**src/rtl/camera_blob_writer_if.sv**
```systemverilog
// Blob stream from the camera pipeline plus the shared-memory host write port.
// The writer sits on the slave side; the camera pipeline/host sits on the master side.
interface camera_blob_writer_if;
    logic        frame_start;
    logic        frame_end;
    logic        blob_valid;
    logic [9:0]  blob_x;
    logic [9:0]  blob_y;
    logic        blob_ready;
    logic [31:0] camera_addr;
    logic [31:0] camera_dout;
    logic        camera_mwe;
    logic        busy;
    logic [14:0] frame_seq;

    modport master (
        output frame_start, frame_end, blob_valid, blob_x, blob_y,
        input  blob_ready, camera_addr, camera_dout, camera_mwe, busy, frame_seq
    );

    modport slave (
        input  frame_start, frame_end, blob_valid, blob_x, blob_y,
        output blob_ready, camera_addr, camera_dout, camera_mwe, busy, frame_seq
    );
endinterface

```
**src/rtl/camera_blob_writer.sv**
```systemverilog
// Buffers per-frame blob coordinates and writes them as a table into the
// camera/physics shared memory. The header word (ovf, seq, count) is written
// last so a changed sequence number marks a complete frame for the reader.
//
// state     | meaning
// ----------+-------------------------------------------------------------
// ST_IDLE   | no frame open; blobs accepted and discarded
// ST_ACTIVE | frame open; blobs buffered and written as table entries
// ST_DRAIN  | frame ended; flushing buffered blobs, input stalled
// ST_HEADER | one cycle; header word written, sequence number advanced
module camera_blob_writer #(
    parameter logic [31:0] BASE_ADDR  = 32'h0000_0000,
    parameter int unsigned MAX_BLOBS  = 16,
    parameter int unsigned FIFO_DEPTH = 4
) (
    input  logic                 clk,
    input  logic                 reset,
    camera_blob_writer_if.slave  bus
);

    localparam int unsigned     PTR_W    = $clog2(FIFO_DEPTH);
    localparam logic [PTR_W:0]  FULL_OCC = (PTR_W + 1)'(FIFO_DEPTH);
    localparam logic [7:0]      MAX_CNT  = 8'(MAX_BLOBS);

    typedef enum logic [1:0] {
        ST_IDLE   = 2'd0,
        ST_ACTIVE = 2'd1,
        ST_DRAIN  = 2'd2,
        ST_HEADER = 2'd3
    } state_t;

    state_t             state_q, state_d;
    logic [7:0]         count_q, count_d;
    logic               ovf_q, ovf_d;
    logic [14:0]        seq_q, seq_d;
    logic               pend_q, pend_d;
    logic [PTR_W-1:0]   wr_ptr_q, wr_ptr_d;
    logic [PTR_W-1:0]   rd_ptr_q, rd_ptr_d;
    logic [PTR_W:0]     occ_q, occ_d;
    logic [19:0]        fifo_q [FIFO_DEPTH];
    logic [19:0]        fifo_d [FIFO_DEPTH];
    logic [31:0]        addr_q, addr_d;
    logic [31:0]        dout_q, dout_d;
    logic               mwe_q, mwe_d;

    logic               fifo_full;
    logic               fifo_empty;
    logic               push;
    logic               pop;
    logic               flush;
    logic [19:0]        rd_data;

    assign fifo_full  = (occ_q == FULL_OCC);
    assign fifo_empty = (occ_q == '0);
    assign rd_data    = fifo_q[rd_ptr_q];

    assign bus.camera_addr = addr_q;
    assign bus.camera_dout = dout_q;
    assign bus.camera_mwe  = mwe_q;
    assign bus.busy        = (state_q == ST_DRAIN) || (state_q == ST_HEADER);
    assign bus.frame_seq   = seq_q;

    // Ready depends only on state and FIFO-full; held low while reset is asserted.
    always_comb begin
        bus.blob_ready = 1'b0;
        if (reset) begin
            case (state_q)
                ST_IDLE:   bus.blob_ready = 1'b1;
                ST_ACTIVE: bus.blob_ready = !fifo_full;
                default:   bus.blob_ready = 1'b0;
            endcase
        end
    end

    // Next-state, FIFO control and registered write-port generation.
    always_comb begin
        state_d  = state_q;
        count_d  = count_q;
        ovf_d    = ovf_q;
        seq_d    = seq_q;
        pend_d   = pend_q;
        wr_ptr_d = wr_ptr_q;
        rd_ptr_d = rd_ptr_q;
        occ_d    = occ_q;
        fifo_d   = fifo_q;
        addr_d   = addr_q;
        dout_d   = dout_q;
        mwe_d    = 1'b0;
        push     = 1'b0;
        pop      = 1'b0;
        flush    = 1'b0;

        case (state_q)
            ST_IDLE: begin
                if (bus.frame_start || pend_q) begin
                    state_d = ST_ACTIVE;
                    count_d = '0;
                    ovf_d   = 1'b0;
                    pend_d  = 1'b0;
                end
            end
            ST_ACTIVE: begin
                push = bus.blob_valid && !fifo_full;
                if (bus.frame_end) begin
                    // frame_end wins over a coincident frame_start; the start is deferred
                    state_d = ST_DRAIN;
                    if (bus.frame_start) pend_d = 1'b1;
                end else if (bus.frame_start) begin
                    flush   = 1'b1;
                    count_d = '0;
                    ovf_d   = 1'b0;
                end
                pop = !fifo_empty && !flush;
            end
            ST_DRAIN: begin
                if (bus.frame_start) pend_d = 1'b1;
                pop = !fifo_empty;
                if (fifo_empty) state_d = ST_HEADER;
            end
            ST_HEADER: begin
                mwe_d  = 1'b1;
                addr_d = BASE_ADDR;
                dout_d = {ovf_q, seq_q + 15'd1, 8'h00, count_q};
                seq_d  = seq_q + 15'd1;
                if (pend_q || bus.frame_start) begin
                    state_d = ST_ACTIVE;
                    count_d = '0;
                    ovf_d   = 1'b0;
                    pend_d  = 1'b0;
                end else begin
                    state_d = ST_IDLE;
                end
            end
            default: state_d = ST_IDLE;
        endcase

        if (pop) begin
            if (count_q < MAX_CNT) begin
                mwe_d   = 1'b1;
                addr_d  = BASE_ADDR + ((32'(count_q) + 32'd1) << 2);
                dout_d  = {6'b0, rd_data[19:10], 6'b0, rd_data[9:0]};
                count_d = count_q + 8'd1;
            end else begin
                ovf_d = 1'b1;
            end
        end

        if (flush) begin
            wr_ptr_d = '0;
            rd_ptr_d = '0;
            occ_d    = '0;
        end else begin
            if (push) begin
                fifo_d[wr_ptr_q] = {bus.blob_y, bus.blob_x};
                wr_ptr_d         = wr_ptr_q + PTR_W'(1);
            end
            if (pop) rd_ptr_d = rd_ptr_q + PTR_W'(1);
            occ_d = occ_q + (PTR_W + 1)'(push) - (PTR_W + 1)'(pop);
        end
    end

    // State, counters, FIFO storage and write-port registers.
    always_ff @(posedge clk or negedge reset) begin
        if (!reset) begin
            state_q  <= ST_IDLE;
            count_q  <= '0;
            ovf_q    <= 1'b0;
            seq_q    <= '0;
            pend_q   <= 1'b0;
            wr_ptr_q <= '0;
            rd_ptr_q <= '0;
            occ_q    <= '0;
            for (int i = 0; i < FIFO_DEPTH; i++) fifo_q[i] <= '0;
            addr_q   <= '0;
            dout_q   <= '0;
            mwe_q    <= 1'b0;
        end else begin
            state_q  <= state_d;
            count_q  <= count_d;
            ovf_q    <= ovf_d;
            seq_q    <= seq_d;
            pend_q   <= pend_d;
            wr_ptr_q <= wr_ptr_d;
            rd_ptr_q <= rd_ptr_d;
            occ_q    <= occ_d;
            fifo_q   <= fifo_d;
            addr_q   <= addr_d;
            dout_q   <= dout_d;
            mwe_q    <= mwe_d;
        end
    end

endmodule
```
**src/flat_wrapper.sv**
```systemverilog
// flat-port wrapper written by rule: the top's interface ports become plain ports
module camera_blob_writer_flat 
#(
    parameter logic [31:0] BASE_ADDR  = 32'h0000_0000,
    parameter int unsigned MAX_BLOBS  = 16,
    parameter int unsigned FIFO_DEPTH = 4
)
  (clk, reset, bus_frame_start, bus_frame_end, bus_blob_valid, bus_blob_x, bus_blob_y, bus_blob_ready, bus_camera_addr, bus_camera_dout, bus_camera_mwe, bus_busy, bus_frame_seq);
  camera_blob_writer_if bus_i ();
  input  logic clk;
  input  logic reset;
  input wire logic [$bits(bus_i.frame_start)-1:0] bus_frame_start;
  input wire logic [$bits(bus_i.frame_end)-1:0] bus_frame_end;
  input wire logic [$bits(bus_i.blob_valid)-1:0] bus_blob_valid;
  input wire logic [$bits(bus_i.blob_x)-1:0] bus_blob_x;
  input wire logic [$bits(bus_i.blob_y)-1:0] bus_blob_y;
  output wire logic [$bits(bus_i.blob_ready)-1:0] bus_blob_ready;
  output wire logic [$bits(bus_i.camera_addr)-1:0] bus_camera_addr;
  output wire logic [$bits(bus_i.camera_dout)-1:0] bus_camera_dout;
  output wire logic [$bits(bus_i.camera_mwe)-1:0] bus_camera_mwe;
  output wire logic [$bits(bus_i.busy)-1:0] bus_busy;
  output wire logic [$bits(bus_i.frame_seq)-1:0] bus_frame_seq;
  assign bus_i.frame_start = bus_frame_start;
  assign bus_i.frame_end = bus_frame_end;
  assign bus_i.blob_valid = bus_blob_valid;
  assign bus_i.blob_x = bus_blob_x;
  assign bus_i.blob_y = bus_blob_y;
  assign bus_blob_ready = bus_i.blob_ready;
  assign bus_camera_addr = bus_i.camera_addr;
  assign bus_camera_dout = bus_i.camera_dout;
  assign bus_camera_mwe = bus_i.camera_mwe;
  assign bus_busy = bus_i.busy;
  assign bus_frame_seq = bus_i.frame_seq;
  camera_blob_writer #(.BASE_ADDR(BASE_ADDR), .MAX_BLOBS(MAX_BLOBS), .FIFO_DEPTH(FIFO_DEPTH)) u_core (.clk(clk), .reset(reset), .bus(bus_i));
endmodule
```
**config.mk**
```make
export PLATFORM = sky130hd
export DESIGN_NAME = camera_blob_writer_flat
export DESIGN_NICKNAME = d
export VERILOG_FILES = /design/src/rtl/camera_blob_writer_if.sv /design/src/rtl/camera_blob_writer.sv /design/src/flat_wrapper.sv
export SDC_FILE = /design/constraint.sdc
export NUM_CORES = 1
export LEC_CHECK = 0
export CORE_MARGIN = 2
export CORE_UTILIZATION = 55
export CTS_CLUSTER_DIAMETER = 100
export CTS_CLUSTER_SIZE = 14
export DETAILED_ROUTE_END_ITERATION = 10
export PLACE_DENSITY = 0.8
export REMOVE_ABC_BUFFERS = 1
export SKIP_CTS_REPAIR_TIMING = 1
export SLEW_MARGIN = 20
export SYNTH_ARGS = -nofsm -noshare
export SYNTH_HDL_FRONTEND = slang
export SYNTH_SLANG_ARGS = --single-unit
```
**constraint.sdc**
```tcl
create_clock -name clk -period 2.65 [get_ports clk]
set_input_delay 0.265 -clock clk [delete_from_list [all_inputs] [get_ports clk]]
set_output_delay 0.265 -clock clk [all_outputs]
set_load 0.01 [all_outputs]
```
==> flow_summary.toml <==
[sta]
final.period_utilization_pct = 96.7
maxSlewViolCount = 0
timing.hold.ws_ns = -0.0397
max_freq_ghz = 0.390
setup_viol = 0
worst_pin_slew_ns = 1.11
hold_violations = 17
finClkSkew_ns = 0.00789
fin_crit_ns = 2.56
slew_headroom_pct = 26.0

[yosys]
netlist_instances = 568
synthArstFlopShare_pct = 100
yosys_warnings = 0
synthTopCellsByCount = "dfrtp_1 (179), mux2_2 (108), and2_1 (38), nor2_1 (22), nand2_1 (21)"
synth_xor_area_share_pct = 2.90
synth_edf_count = 0
synth_seq_area_share_pct = 57.0
synth_top_area_cell = "dfrtp_1"
synth.distinct_cells = 44
ys_seq_elements = 179
ys.flop_type = "dfrtp_1"
netlist_area_sq_um = 7860
synthTopCellsByArea = "dfrtp_1 (57%), mux2_2 (15%), mux4_2 (5.7%), and2_1 (3.0%), xnor2_1 (1.8%)"
synthAdderAreaFrac_pct = 2.01
synth.top_cell.area_share_pct = 57.0
yosys-mux-area-fraction_pct = 21.3
synth_top_family_by_area = "multiplexers"
synth_simple_gate_area_share_pct = 8.66
yosysMostFrequentCell = "dfrtp_1"
syn_area_per_cell_sq_um = 13.8
synth_compound_area_share_pct = 5.08

[pwr]
swShare_pct = 31.8
total_power_mw = 10.9
peakVddDrop_mv = 0.471
pwr-share-clk_pct = 24.1
power_frac_comb_pct = 36.7
p_seq_share_pct = 39.2
p_sw_mw = 3.47
p_leak_nw = 4.35
p_per_area_nw_per_um2 = 1120
internal_power_mw = 7.45

[finish]
area_growth_pct = 23.9
seqCellArea_sq_um = 4480
nNetsFinal = 714
antenna_cells = 0
multiInputGateArea_sq_um = 3170
final_cells = 870
drive_gt1_share_pct = 26.7
fillers = 952

[floorplan]
rows = 43
ios = 107
die_w_um = 124
initial_core_util_pct = 56.4
dieHeight_um = 124
die_area_sq_um = 15300
core_area_sq_um = 13900

[setup_path]
crit_type = "register to primary output"
end_kind = "primary output"
cp_max_fo = 11
critPathLaunchType = "register"
critPathMaxStageDelay_ns = 0.52
path_buf_inv = 5
slowest_stage = "clkdlybuf4s50_1"
crit_chain = "buf_4, ha_1, buf_4, inv_1, buf_4, nand2_1, clkdlybuf4s50_1"
cp.required_ns = 2.38
crit_path_frequent_cell = "buf_4"
crit_arrival_ns = 2.30
crit_family = "buffers and inverters"

[global_route]
antenna_found_initial = 0
grt_start_max_net_pins = 180
grt_pass1_vias = 4961
grt_pass1_wl_um = 25200
gr-total-overflow = 0
track_usage_pct = 22.2

[routing]
drt-pass1-iter-count = 5
vias = 4955
wl_um = 15900
initialDrtViolationCount = 298
via_per_inst = 5.70
ant_nets = 0
drcViolationCount = 0
post_drt_wl_per_cell_um = 18.3

[status]
violations = "hold timing"
status = "finished with violations"

[min_path]
hold_class = "input pin to asynchronous set/reset pin"

[clocking]
cts_tree = "yes"
cts_made_buffers = 17
cts_sinks = 179
clk_path_buf_depth = 2
cts-root-buf = "clkbuf_16"
insertion_delay_ns = 0.43
htree_levels = 4
clkTransAtPathRegs_ns = 0.07

[job]
maxCapViolCount = 0

[placement]
portBuffers = 106
place_congestion = 0.801
hpwl_um = 10200
dp_cells = 835
kinds of logic (layout without fill, tap and decap cells):
logic type | Yosys count | after routing
flops | 179 | 179
mux | 129 | 129
simple gates | 124 | 124
compound gates | 53 | 53
buf+inv | 45 | 167
xor+xnor | 26 | 26
fa+ha+maj | 12 | 12
layout make-up:
class / instances / share of cell area [%]
inverters: 13 / 0.501
flip-flops and latches: 179 / 46.0
clock inverters: 13 / 1.87
repair buffers: 122 / 12.3
well taps: 180 / 2.31
clock buffers: 19 / 4.55
multi-input cells: 344 / 32.5
flip-flops by register name (all words and copies together) (netlist names), 3 cells and up:
name / count
u_core.occ_q: 3
u_core.bus.frame_seq: 15
u_core.bus.camera_addr: 32
u_core.bus.camera_dout: 32
u_core.fifo_q: 80
u_core.count_q: 8
power by group through the flow:
stage	registers [mW]	clock network [mW]	logic, mW
2_1_floorplan	4.28	0	2.48
3_3_place_gp	4.23	0	3.77
3_5_place_dp	4.31	0	3.91
4_1_cts	4.28	2.69	3.93
5_1_grt	4.39	2.81	4.35
6_report	4.28	2.64	4.00
worst paths after layout:
check,start,endpoint,slack (ns),depth (start not counted)
setup / recovery,u_core.state_q[0]$_DFFE_PN0P_,bus_busy,0.09,7
hold / removal,reset,u_core.pend_q$_DFFE_PN0P_,-0.04,2
setup reg to reg,u_core.state_q[0]$_DFFE_PN0P_,u_core.occ_q[2]$_DFF_PN0_,0.16,12
hold reg to reg,u_core.bus.camera_addr[25]$_DFF_PN0_,u_core.bus.camera_addr[25]$_DFF_PN0_,0.49,1
max in group asynchronous,reset,u_core.bus.camera_dout[4]$_DFF_PN0_,1.96,2
min in group clk,u_core.bus.camera_addr[25]$_DFF_PN0_,u_core.bus.camera_addr[25]$_DFF_PN0_,0.49,1
placed cells by master, fill, tap and decap left out, drive strengths merged, types with 10 or more instances in the layout:
| cell | Yosys | layout |
|---|---|---|
| buf | 18 | 17 |
| clkdlybuf4s50 | 0 | 105 |
| nand2 | 21 | 21 |
| clkbuf | 14 | 19 |
| mux4 | 20 | 20 |
| and2 | 38 | 38 |
| inv | 13 | 14 |
| nor2 | 22 | 22 |
| dfrtp | 179 | 179 |
| xnor2 | 16 | 16 |
| mux2 | 108 | 108 |
| xor2 | 10 | 10 |
| ha | 11 | 11 |
stage by stage:
| step | util, % | worst slack (ns) | area (sq um) | setup TNS, ns |
|---|---|---|---|---|
| after CTS | 69.6 | 0.0545 | 9690 | 0 |
| after detailed placement | 65.1 | 0.0554 | 9070 | 0 |
| final | 69.9 | 0.0864 | 9740 | 0 |
| after floorplan | - | 0.218 | 7670 | 0 |
| after global placement | 65.1 | 0.180 | 9070 | 0 |
| after global routing | 69.9 | -0.0277 | 9740 | -0.0277 |
routing by layer:
metal	GRT usage (%)	routed length (um)
met5	0	0
met2	35.2	7730
met3	5.17	836
met1	29.8	7000
met4	9.02	365
(Power assumes the default switching activity.)
